<file path="src/rtl/ascii_num_formatter.sv">
// ascii_num_formatter
//
// Formats a stream of signed two's-complement integers as space-separated
// ASCII decimal text. The last number of a frame is followed by a newline
// instead of a space. Each number is converted by repeated subtraction of
// powers of ten, most significant digit first, and leading zeros are
// suppressed.
//
// Optional feature (compile-time macro ASCII_FMT_CRLF_EN):
//   defined     -> the frame terminator is CR (0x0D) followed by LF (0x0A)
//   not defined -> the frame terminator is LF (0x0A) only
//
// Parameters
//   DATA_WIDTH     input integer width: 8, 16 or 32
//
// Ports
//   clk            clock
//   rst_n          asynchronous active-low reset
//   clear          synchronous abort; back to idle, partial frame dropped
//   num_data       signed integer to format
//   num_valid      num_data valid
//   num_last       num_data is the final number of the frame
//   num_ready      formatter can accept a number (idle)
//   payload_data   ASCII character
//   payload_valid  payload_data valid
//   payload_last   final character of the frame (the LF)
//   payload_ready  downstream accepts the character
//   busy           formatter is not idle
//   frame_done     one-cycle pulse after the final character handshake
//   frame_len      byte count of the last completed frame

module ascii_num_formatter #(
  parameter int DATA_WIDTH = 32
) (
  input  logic                         clk,
  input  logic                         rst_n,
  input  logic                         clear,
  input  logic signed [DATA_WIDTH-1:0] num_data,
  input  logic                         num_valid,
  input  logic                         num_last,
  output logic                         num_ready,
  output logic        [7:0]            payload_data,
  output logic                         payload_valid,
  output logic                         payload_last,
  input  logic                         payload_ready,
  output logic                         busy,
  output logic                         frame_done,
  output logic        [15:0]           frame_len
);

  localparam int MAX_DIGITS = (DATA_WIDTH == 8)  ? 3 :
                              (DATA_WIDTH == 16) ? 5 : 10;
  localparam int K_W = $clog2(MAX_DIGITS);
  localparam logic [K_W-1:0] K_TOP = K_W'(MAX_DIGITS - 1);

  typedef enum logic [2:0] {
    S_IDLE,
    S_SIGN,
    S_DIV,
    S_EMIT,
`ifdef ASCII_FMT_CRLF_EN
    S_CR,
`endif
    S_SEP
  } state_t;

  // 10^idx at the datapath width; only idx < MAX_DIGITS is ever used.
  function automatic logic [DATA_WIDTH-1:0] pow10(input logic [K_W-1:0] idx);
    case (32'(idx))
      0:       return DATA_WIDTH'(32'd1);
      1:       return DATA_WIDTH'(32'd10);
      2:       return DATA_WIDTH'(32'd100);
      3:       return DATA_WIDTH'(32'd1000);
      4:       return DATA_WIDTH'(32'd10000);
      5:       return DATA_WIDTH'(32'd100000);
      6:       return DATA_WIDTH'(32'd1000000);
      7:       return DATA_WIDTH'(32'd10000000);
      8:       return DATA_WIDTH'(32'd100000000);
      9:       return DATA_WIDTH'(32'd1000000000);
      default: return '0;
    endcase
  endfunction

  // Absolute value as unsigned. The most negative input negates to itself,
  // which read as unsigned is exactly 2^(DATA_WIDTH-1), so no overflow.
  function automatic logic [DATA_WIDTH-1:0] magnitude(
    input logic signed [DATA_WIDTH-1:0] v
  );
    logic [DATA_WIDTH-1:0] u;
    u = v;
    return u[DATA_WIDTH-1] ? (~u + DATA_WIDTH'(1)) : u;
  endfunction

  state_t                state, state_nxt;
  logic [DATA_WIDTH-1:0] mag;
  logic [K_W-1:0]        k;
  logic [3:0]            cnt;
  logic                  started;
  logic                  last_f;
  logic [15:0]           byte_cnt;

  logic [DATA_WIDTH-1:0] pow_k;
  logic                  mag_ge;
  logic                  emit_now;
  logic                  num_acc;
  logic                  pay_hs;
  logic                  pay_final;

  assign pow_k    = pow10(k);
  assign mag_ge   = (mag >= pow_k);
  // A digit is emitted once the current power no longer fits, unless it is
  // a leading zero. The units digit is always emitted so zero prints "0".
  assign emit_now = !mag_ge && ((cnt != 4'd0) || started || (k == '0));

  assign num_ready = (state == S_IDLE);
  assign busy      = (state != S_IDLE);

  // clear wins over any handshake presented in the same cycle.
  assign num_acc   = num_valid && num_ready && !clear;
  assign pay_hs    = payload_valid && payload_ready && !clear;
  assign pay_final = pay_hs && payload_last;

  // Next-state logic
  always_comb begin
    state_nxt = state;
    case (state)
      S_IDLE: if (num_valid) state_nxt = num_data[DATA_WIDTH-1] ? S_SIGN : S_DIV;
      S_SIGN: if (payload_ready) state_nxt = S_DIV;
      S_DIV:  if (emit_now) state_nxt = S_EMIT;
      S_EMIT: begin
        if (payload_ready) begin
          if (k != '0) state_nxt = S_DIV;
`ifdef ASCII_FMT_CRLF_EN
          else if (last_f) state_nxt = S_CR;
`endif
          else state_nxt = S_SEP;
        end
      end
`ifdef ASCII_FMT_CRLF_EN
      S_CR:   if (payload_ready) state_nxt = S_SEP;
`endif
      S_SEP:  if (payload_ready) state_nxt = S_IDLE;
      default: state_nxt = S_IDLE;
    endcase
    if (clear) state_nxt = S_IDLE;
  end

  // Character decode from registered state only.
  always_comb begin
    payload_valid = 1'b0;
    payload_data  = 8'h00;
    payload_last  = 1'b0;
    case (state)
      S_SIGN: begin
        payload_valid = 1'b1;
        payload_data  = 8'h2D;
      end
      S_EMIT: begin
        payload_valid = 1'b1;
        payload_data  = 8'h30 + {4'h0, cnt};
      end
`ifdef ASCII_FMT_CRLF_EN
      S_CR: begin
        payload_valid = 1'b1;
        payload_data  = 8'h0D;
      end
`endif
      S_SEP: begin
        payload_valid = 1'b1;
        payload_data  = last_f ? 8'h0A : 8'h20;
        payload_last  = last_f;
      end
      default: begin
        payload_valid = 1'b0;
      end
    endcase
  end

  // Control registers
  always_ff @(posedge clk or negedge rst_n) begin
    if (!rst_n) begin
      state      <= S_IDLE;
      last_f     <= 1'b0;
      started    <= 1'b0;
      byte_cnt   <= 16'd0;
      frame_len  <= 16'd0;
      frame_done <= 1'b0;
    end else begin
      state      <= state_nxt;
      frame_done <= pay_final;

      if (num_acc) begin
        last_f  <= num_last;
        started <= 1'b0;
      end else if ((state == S_DIV) && emit_now) begin
        started <= 1'b1;
      end

      if (clear) begin
        byte_cnt <= 16'd0;
      end else if (pay_final) begin
        frame_len <= byte_cnt + 16'd1;
        byte_cnt  <= 16'd0;
      end else if (pay_hs && (byte_cnt != 16'hFFFF)) begin
        byte_cnt <= byte_cnt + 16'd1;
      end
    end
  end

  // Digit datapath
  always_ff @(posedge clk) begin
    if (num_acc) begin
      mag <= magnitude(num_data);
      k   <= K_TOP;
      cnt <= 4'd0;
    end else if (state == S_DIV) begin
      if (mag_ge) begin
        mag <= mag - pow_k;
        cnt <= cnt + 4'd1;
      end else if (!emit_now) begin
        k   <= k - K_W'(1);
        cnt <= 4'd0;
      end
    end else if ((state == S_EMIT) && payload_ready && (k != '0)) begin
      k   <= k - K_W'(1);
      cnt <= 4'd0;
    end
  end

endmodule

</file>
<file path="config.mk">
export PLATFORM = sky130hd
export DESIGN_NAME = ascii_num_formatter
export DESIGN_NICKNAME = d
export VERILOG_FILES = /design/src/rtl/ascii_num_formatter.sv
export SDC_FILE = /design/constraint.sdc
export NUM_CORES = 1
export LEC_CHECK = 0
export BUFFER_PORTS_ARGS = -buffer_cell sky130_fd_sc_hd__buf_4
export CAP_MARGIN = 5
export CORE_AREA = 2 2 115 117
export CTS_CLUSTER_DIAMETER = 50
export DETAILED_ROUTE_END_ITERATION = 8
export DIE_AREA = 0 0 117 119
export PLACE_DENSITY = 0.74
export SLEW_MARGIN = 0
export SYNTH_ARGS = -nofsm -noshare
export SYNTH_HDL_FRONTEND = slang
export SYNTH_SLANG_ARGS = --single-unit
</file>
<file path="constraint.sdc">
create_clock -name clk -period 4.7 [get_ports clk]
set_clock_uncertainty 0.15 [all_clocks]
set_input_delay 0.235 -clock clk [delete_from_list [all_inputs] [get_ports clk]]
set_output_delay 0.235 -clock clk [all_outputs]
set_load 0.01 [all_outputs]
</file>
==> key figures <==
Run status
  – Outcome: finished, final reports clean

Global route
  – Grt ovf: 0
  – GR Util All Layers: 23.97%
  – First-pass GRT wire length: between 20000 and 30000 um
  – Antenna violations before repair: 0
  – Largest net degree at the start of global routing: 40
  – Vias in the first global route: about 5700

Synthesis
  – Largest family of logic cells by synthesized area: compound AO/OA/AOI/OAI gates
  – Seq/Total Area, Yosys: 36.84%
  – Fraction of registers with async set/reset: between 30% and 40%
  – XOR/XNOR Fraction of Synth Area: between 10% and 20%
  – Post-synth top area share: roughly 14%
  – Synth Area in Simple Gates: 19.02%
  – Synth Warn #: 0
  – Syn Inst Count: between 700 and 800
  – Most frequent cell after synthesis: nand2_1
  – Commonest cells in the synthesized netlist: nand2_1, o21ai_0, nor2_1
  – Synthesis-stage register bit count: 101
  – Adder-Cell Fraction of Synth Area: 7.572%
  – Number of enable flip-flop cells after synthesis: 32
  – Ys flop type: dfrtp_1
  – Cell type contributing the most total cell area after synthesis: edfxtp_1
  – Avg Cell Area, Syn: around 8.8 um2
  – Mux share of post-synthesis cell area: 0.9283%
  – Post-synthesis compound-gate area fraction: between 20% and 30%
  – Top cells by area, synth: edfxtp_1, dfrtp_1, dfxtp_1
  – Mapped Area: slightly below 7000 um2
  – Unique masters post-synth: 79

Worst setup path
  – Reg2reg start: mag[0]$_DFFE_PP_
  – Crit path kind: reg -> reg
  – Startpoint Class: flip-flop
  – Arr. time, crit path: approximately 4200 ps
  – Crit path capture type: flip-flop
  – CP startpoint: mag[0]$_DFFE_PP_
  – Worst path required time: 4790 ps
  – Crit path max fanout: 8

CTS
  – CTS max path bufs: 2
  – # Post-CTS Setup Buffers: 0
  – Clock slew at reported path FFs: roughly 60 ps
  – CTS tree: done
  – Clock Sink Count: slightly above 100
  – H-tree Lvls: 3
  – Hold Buf Count CTS: 3
  – Clk root buf: clkbuf_16
  – Worst-skew pair later-pin latency: approximately 350 ps
  – CTS buffer count: 9
  – Post-CTS Resized: 0

Detailed routing
  – DRC Markers: 0
  – Vias per cell: 5.703
  – Post-route ant nets: 0
  – Routed WL per cell: roughly 16 um
  – DR vias: 5766
  – Pre-antenna DRT Iters: 5
  – Drt total wl: about 16000 um
  – DR iter-0 viols: between 200 and 250

STA
  – RSZ-0062 raised after global routing: no
  – Minimum clock period: about 4100 ps
  – Worst-Margin Slew: ~1000 ps
  – Final setup viols: 0
  – Final Max Tran Viols: 0
  – Setup TNS: 0 ps
  – Relative slew slack: a little under a third
  – Fin crit share: ~88%
  – Fmax: approximately 240 MHz
  – Hold Vio Cnt, Final: 0
  – Post-route setup slack: 587.1 ps

Floorplan
  – Starting Density: a little over half
  – Io pins: 67
  – Row count: between 40 and 50
  – Core area: around 13000 um2
  – Die Y: around 120 um
  – Die area: 13920 um2
  – Die width: 117 um

Cells and area
  – Finished Core Util: 60.53%
  – Synthesis-to-finish area growth: 13.38%
  – Fin area: between 7000 and 8000 um2
  – Ant diodes: 0
  – Nets: between 900 and 1000
  – Share of layout cells above drive strength 1: between 10% and 20%

Pwr
  – Leakage power: between 0.003 and 0.004 uW
  – Register share of total power: approximately 28%
  – Peak VDD IR: around 0.27 mV
  – Clock network power share: between 10% and 20%
  – P_sw: between 2000 and 2500 uW
  – Comb power frac: about three fifths
  – Pwr dens: just under 700 nW/um2
  – Cell-internal power: 3033 uW
  – Sw frac: between 40% and 50%

Placed design
  – Dpl ws: 632.4 ps
  – IO Port Bufs: 64
  – Hpwl dp: ~12000 um
  – Post-DP Area: roughly 7500 um2
  – GP Congestion: about 0.90

Min path
  – Worst Hold Class: in -> reg
  – Hold_sp: payload_ready

Run
  – MaxCap Viol Count: 0
## cell usage in the layout (no fill, tap or decap), types with 5 or more instances in the layout
master,n
nand2_1,79
buf_4,66
o21ai_0,65
nor2_1,64
xnor2_1,55
a21oi_1,51
inv_1,50
ha_1,40
dfrtp_1,38
edfxtp_1,32
dfxtp_1,31
xor2_1,29
a21o_1,24
or3_1,14
and3_1,11
nor3_1,10
nand3_1,10
o31ai_1,9
clkbuf_16,9
and2_1,8
nand2b_1,8
o21a_1,8
nor2b_1,6
a31oi_1,6
nand4_1,5
nor4_1,5
mux2i_1,5
or4_1,5
## state kept, by name, indices dropped and copies added, names as in the netlist
name        flops
k               4
frame_len      16
mag            32
started         1
byte_cnt       16
last_f          1
pow_k          23
state           3
cnt             4
frame_done      1
## final cells by class
cell class	count	area [um2]
clock buffers	13	260.3
clock inverters	3	18.77
fillers	1113	5081
inverters	51	191.4
multi-input cells	597	4025
flip-flops and latches	101	2532
well taps	176	220.2
repair buffers	70	545.5
## power groups by stage
stage / combinational (uW) / clock [uW] / sequential, uW
6_report: 3140 / 712 / 1460
5_1_grt: 3500 / 755 / 1490
4_1_cts: 3100 / 725 / 1460
3_5_place_dp: 3090 / 0 / 1470
3_3_place_gp: 3000 / 0 / 1470
2_1_floorplan: 2420 / 0 / 1420
## per-layer routing
metal	part of all wire [%]	up-vias	track usage, %
met5	0	-	0
met4	2.4	0	9.559
met3	3.8	27	3.359
met2	50	125	40.25
met1	44	2755	30.90
li1	-	2859	-
## worst max-delay path, stage by stage, from the launching register on
cell	delay (ps)
edfxtp_1	330
inv_1	40
ha_1	220
fa_1	400
nand2b_1	170
a21oi_1	260
o211a_1	240
o2111ai_2	180
a21oi_1	430
nor2_2	170
xnor2_1	190
nor2_1	430
inv_2	100
ha_1	240
o21ai_0	210
a21bo_2	240
## worst paths after layout
kind	to	slack, ps	depth (start not counted)
worst max-delay path	pow_k[9]$_DFF_P_	590	15
worst min-delay path	state[2]$_DFFE_PN0P_	90	3
worst max register to register	pow_k[9]$_DFF_P_	590	15
worst min register to register	frame_len[14]$_DFFE_PN0P_	340	2
max in group asynchronous	byte_cnt[3]$_DFFE_PN0P_	3840	2
min in group asynchronous	byte_cnt[11]$_DFFE_PN0P_	240	2
## cell families after synthesis
kind of cell,after synthesis
adder cells (fa/ha/maj),41
XOR/XNOR,84
multiplexers,6
AND/OR/NAND/NOR,253
AO/OA/AOI/OAI,211
buffers and inverters,80
flip-flops,101
other,1
## stage by stage
| step | instances | total power, uW | hold slack (ps) |
|---|---|---|---|
| after floorplan | 778 | 3843 | -210.6 |
| after global placement | 992 | 4466 | 79.22 |
| after detailed placement | 992 | 4564 | 79.74 |
| after CTS | 1011 | 5291 | 81.03 |
| after global routing | 1011 | 5745 | 114.4 |
| final | 1011 | 5310 | 90.41 |
(Power assumes the default switching activity.)
